`src/rtl/cpu_pkg.sv`:
```
// Shared definitions for the 4-bit CPU: opcodes, sequencer state encoding and widths.
package cpu_pkg;

    localparam int DATA_W  = 4;
    localparam int INSTR_W = 8;

    localparam logic [3:0] OP_NOP = 4'h0;
    localparam logic [3:0] OP_ADD = 4'h1;
    localparam logic [3:0] OP_SUB = 4'h2;
    localparam logic [3:0] OP_AND = 4'h3;
    localparam logic [3:0] OP_OR  = 4'h4;
    localparam logic [3:0] OP_XOR = 4'h5;
    localparam logic [3:0] OP_MOV = 4'h6;
    localparam logic [3:0] OP_LDI = 4'h7;
    localparam logic [3:0] OP_INC = 4'h8;
    localparam logic [3:0] OP_JMP = 4'h9;
    localparam logic [3:0] OP_JZ  = 4'hA;
    localparam logic [3:0] OP_JNZ = 4'hB;
    localparam logic [3:0] OP_HLT = 4'hF;

    typedef enum logic [2:0] {
        S_FETCH     = 3'd0,
        S_DECODE    = 3'd1,
        S_EXECUTE   = 3'd2,
        S_WRITEBACK = 3'd3,
        S_HALT      = 3'd4
    } state_t;

    function automatic logic writesReg(input logic [3:0] op);
        return (op > OP_NOP) && (op <= OP_INC);
    endfunction

    // MOV and LDI write a register but leave Z/C alone.
    function automatic logic setsFlags(input logic [3:0] op);
        return writesReg(op) && (op != OP_MOV) && (op != OP_LDI);
    endfunction

endpackage

```
`src/rtl/alu4.sv`:
```
// Combinational 4-bit ALU; carry is carry-out for ADD/INC, borrow for SUB, 0 otherwise.
module alu4
    import cpu_pkg::*;
(
    input  logic [DATA_W-1:0] a,
    input  logic [DATA_W-1:0] b,
    input  logic [3:0]        opcode,
    input  logic [1:0]        imm2,
    output logic [DATA_W-1:0] result,
    output logic              carry,
    output logic              zero
);

    logic [DATA_W:0] wide;

    always_comb begin
        wide   = '0;
        result = '0;
        carry  = 1'b0;
        case (opcode)
            OP_ADD: begin
                wide   = {1'b0, a} + {1'b0, b};
                result = wide[DATA_W-1:0];
                carry  = wide[DATA_W];
            end
            OP_SUB: begin
                // Top bit of the widened difference is the borrow.
                wide   = {1'b0, a} - {1'b0, b};
                result = wide[DATA_W-1:0];
                carry  = wide[DATA_W];
            end
            OP_AND: result = a & b;
            OP_OR:  result = a | b;
            OP_XOR: result = a ^ b;
            OP_MOV: result = b;
            OP_LDI: result = {2'b00, imm2};
            OP_INC: begin
                wide   = {1'b0, a} + {{DATA_W{1'b0}}, 1'b1};
                result = wide[DATA_W-1:0];
                carry  = wide[DATA_W];
            end
            default: result = '0;
        endcase
        zero = (result == '0);
    end

endmodule

```
`src/rtl/instr_sequencer.sv`:
```
// Fetch/decode/execute controller for the 4-bit CPU; owns PC, IR, result and Z/C flags.
// Define INSTR_SEQ_STEP_EN to add a 'step' input that holds the FSM in FETCH until sampled high.
//
// state       | meaning
// S_FETCH     | latch instr_in into IR, PC += 1 (waits for step when enabled)
// S_DECODE    | Rd/Rs drive the register file, read data settles
// S_EXECUTE   | ALU result and flags captured, jumps resolved
// S_WRITEBACK | RegWrite high, result written to Rd on the closing edge
// S_HALT      | terminal after HLT, left only by reset
module instr_sequencer
    import cpu_pkg::*;
#(
    parameter int                  PC_WIDTH = 4,
    parameter logic [PC_WIDTH-1:0] RESET_PC = '0
) (
    input  logic                clk,
    input  logic                reset,
`ifdef INSTR_SEQ_STEP_EN
    input  logic                step,
`endif
    output logic [PC_WIDTH-1:0] pc_out,
    input  logic [INSTR_W-1:0]  instr_in,
    output logic [1:0]          Rd,
    output logic [1:0]          Rs,
    input  logic [DATA_W-1:0]   ReadData1,
    input  logic [DATA_W-1:0]   ReadData2,
    output logic                RegWrite,
    output logic [DATA_W-1:0]   WriteData,
    output logic                zero_flag,
    output logic                carry_flag,
    output logic                halted
);

    localparam int TGT_W = (PC_WIDTH < 4) ? PC_WIDTH : 4;

    state_t              state, nextState;
    logic [PC_WIDTH-1:0] pc, jumpTarget;
    logic [INSTR_W-1:0]  ir;
    logic [DATA_W-1:0]   result, aluResult;
    logic [3:0]          opcode;
    logic                aluCarry, aluZero;
    logic                zFlag, cFlag, regWriteQ, haltedQ;
    logic                advance, loadIr, jumpTaken;

`ifdef INSTR_SEQ_STEP_EN
    assign advance = step;
`else
    assign advance = 1'b1;
`endif

    assign opcode     = ir[7:4];
    assign jumpTarget = PC_WIDTH'(ir[TGT_W-1:0]);

    alu4 uAlu (
        .a      (ReadData1),
        .b      (ReadData2),
        .opcode (opcode),
        .imm2   (ir[1:0]),
        .result (aluResult),
        .carry  (aluCarry),
        .zero   (aluZero)
    );

    always_ff @(posedge clk) begin
        if (reset) state <= S_FETCH;
        else       state <= nextState;
    end

    always_comb begin
        nextState = state;
        loadIr    = 1'b0;
        jumpTaken = 1'b0;
        case (state)
            S_FETCH: begin
                if (advance) begin
                    loadIr    = 1'b1;
                    nextState = S_DECODE;
                end
            end
            S_DECODE: nextState = S_EXECUTE;
            S_EXECUTE: begin
                if (writesReg(opcode))    nextState = S_WRITEBACK;
                else if (opcode == OP_HLT) nextState = S_HALT;
                else                       nextState = S_FETCH;
                case (opcode)
                    OP_JMP:  jumpTaken = 1'b1;
                    OP_JZ:   jumpTaken = zFlag;
                    OP_JNZ:  jumpTaken = ~zFlag;
                    default: jumpTaken = 1'b0;
                endcase
            end
            S_WRITEBACK: nextState = S_FETCH;
            S_HALT:      nextState = S_HALT;
            default:     nextState = S_FETCH;
        endcase
    end

    always_ff @(posedge clk) begin
        if (reset) begin
            pc        <= RESET_PC;
            ir        <= '0;
            result    <= '0;
            zFlag     <= 1'b0;
            cFlag     <= 1'b0;
            regWriteQ <= 1'b0;
            haltedQ   <= 1'b0;
        end else begin
            regWriteQ <= (nextState == S_WRITEBACK);
            haltedQ   <= (nextState == S_HALT);
            if (loadIr) begin
                ir <= instr_in;
                pc <= pc + PC_WIDTH'(1);
            end
            if (state == S_EXECUTE) begin
                result <= aluResult;
                if (setsFlags(opcode)) begin
                    zFlag <= aluZero;
                    cFlag <= aluCarry;
                end
                if (jumpTaken) pc <= jumpTarget;
            end
        end
    end

    // Masking with reset drops a write that is pending when reset hits WRITEBACK.
    assign RegWrite   = regWriteQ & ~reset;
    assign pc_out     = pc;
    assign Rd         = ir[3:2];
    assign Rs         = ir[1:0];
    assign WriteData  = result;
    assign zero_flag  = zFlag;
    assign carry_flag = cFlag;
    assign halted     = haltedQ;

endmodule
```
`config.mk`:
```
export PLATFORM = sky130hd
export DESIGN_NAME = instr_sequencer
export DESIGN_NICKNAME = d
export VERILOG_FILES = /design/src/rtl/cpu_pkg.sv /design/src/rtl/alu4.sv /design/src/rtl/instr_sequencer.sv
export SDC_FILE = /design/constraint.sdc
export NUM_CORES = 1
export LEC_CHECK = 0
export BUFFER_PORTS_ARGS = -buffer_cell sky130_fd_sc_hd__buf_2
export CAP_MARGIN = 20
export CORE_ASPECT_RATIO = 1.75
export CORE_MARGIN = 4
export CORE_UTILIZATION = 55
export CTS_CLUSTER_SIZE = 16
export DETAILED_ROUTE_END_ITERATION = 7
export PLACE_DENSITY_LB_ADDON = 0.1
export SETUP_SLACK_MARGIN = 0.4
export SLEW_MARGIN = 20
export SYNTH_ARGS = -nofsm -noshare
export SYNTH_HDL_FRONTEND = slang
export SYNTH_SLANG_ARGS = --single-unit
```
`constraint.sdc`:
```
create_clock -name clk -period 2.4 [get_ports clk]
set_input_delay 0.24 -clock clk [delete_from_list [all_inputs] [get_ports clk]]
set_output_delay 0.24 -clock clk [all_outputs]
set_load 0.01 [all_outputs]
```
==> impl_metrics.py <==
metrics = {
    "yosys": {
        "syn_nets": 252,
        "synthMuxAreaShare_pct": 5.34,
        "synth-simple-area-share_pct": 25.2,
        "synth_compound_area_share_pct": 18.8,
        "seq_area_frac_synth_pct": 25.5,
        "synth-edff-count": 0,
        "netlist_instances": 218,
        "syn_area_um2": 1800,
        "synth.ff_latch_count": 23,
        "yosys_warnings": 0,
        "synth_top_area_share_pct": 25.5,
        "yosysUniqueCellTypes": 52,
        "ys.flop_type": "dfxtp_1",
        "synthXorXnorAreaFrac_pct": 3.88,
        "async_flop_share_pct": 0,
        "synth-adder-area-share_pct": 11.9,
        "synth_top_family_by_area": "simple AND/OR/NAND/NOR gates",
        "syn_avg_cell_area_um2": 8.28,
        "synth_area_leaders": "dfxtp_1, ha_1, nand2_1",
        "yosysTopAreaCell": "dfxtp_1",
    },
    "sta": {
        "rsz0062_at_grt": "no",
        "fin_crit_sh_pct": 77.6,
        "finalSetupViolCount": 0,
        "tightest_slew_ns": 0.474,
        "slew_viol_final": 0,
        "clock_skew_ns": 0.00128,
        "fmax_mhz": 537,
        "final_hold_viol_count": 0,
        "hold_ws_ns": 0.206,
        "slew_headroom_pct": 67.9,
        "setup_tns_ns": 0,
        "fin_ws_ns": 0.538,
        "finalCriticalPeriod_ns": 1.86,
    },
    "worst_setup_path": {
        "crit_fanout": 4,
        "crit_chain": "buf_2 > inv_1 > ha_1 > inv_1 > fa_1 > mux2i_1 > or3_1 > nand4_1 > nor4_2 > a32o_1",
        "path_class": "in -> reg",
        "cp_slowest_cell": "fa_1",
        "cp.required_ns": 2.56,
        "reg2reg_from": "ir[7]",
        "path_buf_inv": 3,
        "cp_common_cell": "inv_1",
        "crit_arrival_ns": 2.02,
        "reg2reg_slack_ns": 0.58,
        "critPathTopFamily": "adder cells",
        "slowest_delay_ns": 0.47,
        "start_kind": "input port",
        "worstSetupStartpoint": "ReadData1[0]",
        "critPathCaptureType": "register",
    },
    "layout": {
        "nNetsFinal": 278,
        "nFillCells": 301,
        "diodes": 0,
        "final_area_um2": 2040,
        "drive_above_1_share_pct": 22.6,
        "area_growth_pct": 12.8,
    },
    "detailed_routing": {
        "wl_per_cell_um": 14.6,
        "drtIter0Drc": 33,
        "vias_per_cell": 5.59,
        "firstDrtPassIters": 4,
        "detail-route-antenna-nets": 0,
        "drc": 0,
        "num_vias": 1600,
        "routed_wl_mm": 4.18,
    },
    "power_and_ir_drop": {
        "power_frac_seq_pct": 41.9,
        "switching_share_pct": 35.5,
        "switching_power_uw": 399,
        "vdd_drop_max_uv": 421,
        "clockPowerShare_pct": 21.1,
        "combPwrFrac_pct": 37.0,
        "p_int_uw": 723,
        "power_leakage_uw": 0.000882,
        "powerDensity_nw_per_um2": 551,
    },
    "clock_network": {
        "clockBufferDepth": 2,
        "tritoncts": "built",
        "clk_pin_slew_ns": 0.08,
        "cts_root_buf": "clkbuf_8",
        "cts.sinks": 23,
        "holdBufCountCts": 0,
        "h-tree-depth": 1,
        "cts_setup_buffers": 0,
        "cts-resized-gates": 0,
        "cts_made_buffers": 3,
        "clk_latency_ns": 0.26,
    },
    "grt": {
        "grt.total_usage_pct": 21.6,
        "grt_antenna_before_repair": 0,
        "overflow": 0,
        "grt_pass1_vias": 1552,
        "grt_pass1_wl_mm": 7.24,
        "grt_start_max_net_pins": 26,
    },
    "floorplan": {
        "die_h_um": 83.8,
        "core_area_um2": 3140,
        "initial_core_util_pct": 57.4,
        "die_x_um": 51.3,
        "die_area_um2": 4300,
        "io_pins": 34,
        "rows": 27,
    },
    "hold_path": {
        "min_path_type": "in -> reg",
        "holdCritStartpoint": "instr_in[4]",
    },
    "place": {
        "pre_cts_ws_ns": 0.262,
        "portBuffers": 33,
        "gp_congestion": 0.855,
        "place_area_um2": 1970,
        "hpwl_mm": 3.25,
    },
    "run_status": {
        "status": "finished, final reports clean",
    },
    "flow_run": {
        "maxCapViolations": 0,
    },
}
[state kept, by name, summed over array words and instances (netlist names)]
signal / cells
ir: 8
WriteData: 4
pc_out: 4
state: 3
carry_flag: 1
halted: 1
regWriteQ: 1
zero_flag: 1
[routing by layer]
metal	part of all wire, %	global-route usage (%)
met2	52	37.0
met3	2.6	2.15
met1	41	25.3
met5	0	0
met4	4.9	11.7
[worst reg2reg max path, cell delays in order (launching register included)]
cell,delay (ns)
dfxtp_1,0.53
nor2b_1,0.29
a21oi_1,0.12
o311ai_1,0.43
nor4_2,0.09
a32o_1,0.27
[cells in the mapped netlist (all sizes together) (2+ instances only)]
cell    instances
xnor2           7
a211oi          2
o21bai          3
nor2           13
nor4            2
nand2b          2
a21o            2
mux2            2
a21oi          16
o21ai           7
or3             2
fa              2
nand4           3
inv            13
nor3            9
nand2          28
a32oi           3
dfxtp          23
nor3b           4
nor2b          10
ha             14
buf            13
clkbuf          5
nand3b          3
and3b           3
and3            2
o21a            2
mux2i           7
[cell families (layout without fill, tap and decap cells)]
| family | Yosys count | after routing |
|---|---|---|
| fa+ha+maj | 16 | 16 |
| simple gates | 84 | 84 |
| buf+inv | 31 | 56 |
| xor+xnor | 8 | 8 |
| mux | 9 | 9 |
| flops | 23 | 23 |
| compound gates | 47 | 47 |
[cell type report]
class	count	area (um2)	share of cell area, %
clock buffer	3	41.3	2.03
clock inverter	1	5.00	0.246
inverter	13	48.8	2.40
multi-input combinational	164	1190	58.4
sequential	23	463	22.7
tap	43	53.8	2.64
timing repair buffer	39	235	11.6
[worst paths after layout]
kind / endpoint / depth (start not counted)
setup / recovery: zero_flag / 10
hold / removal: ir[4] / 3
setup reg to reg: zero_flag / 5
hold reg to reg: carry_flag / 2
[stage by stage]
step	instances	util (%)	total power (uW)
2_1_floorplan	218	-	776
3_3_place_gp	282	62.8	886
3_5_place_dp	282	62.8	887
4_1_cts	286	64.3	1130
5_1_grt	286	64.8	1210
6_report	286	64.8	1120
[layout by cell type, fill, tap and decap left out, types with 3 or more instances in the layout]
cell type  synthesis  final
a21oi_1           16     16
a32oi_1            3      3
and3b_1            3      3
buf_2              2     33
buf_4              9      4
clkbuf_8           0      3
dfxtp_1           23     21
ha_1              14     14
inv_1             12     12
mux2i_1            7      7
nand2_1           28     28
nand3b_1           3      3
nand4_1            3      3
nor2_1            13     13
nor2b_1           10     10
nor3_1             8      8
nor3b_1            4      4
o21ai_0            4      4
o21bai_1           3      3
xnor2_1            7      7
[power groups by stage]
stage | Combinational [uW] | Sequential, uW | Clock [uW]
CTS | 411 | 469 | 245
global route | 465 | 480 | 264
detailed placement | 409 | 478 | 0
global placement | 408 | 478 | 0
floorplan | 313 | 463 | 0
finish | 416 | 470 | 236
Note: power is estimated with default switching activity, not from simulation.
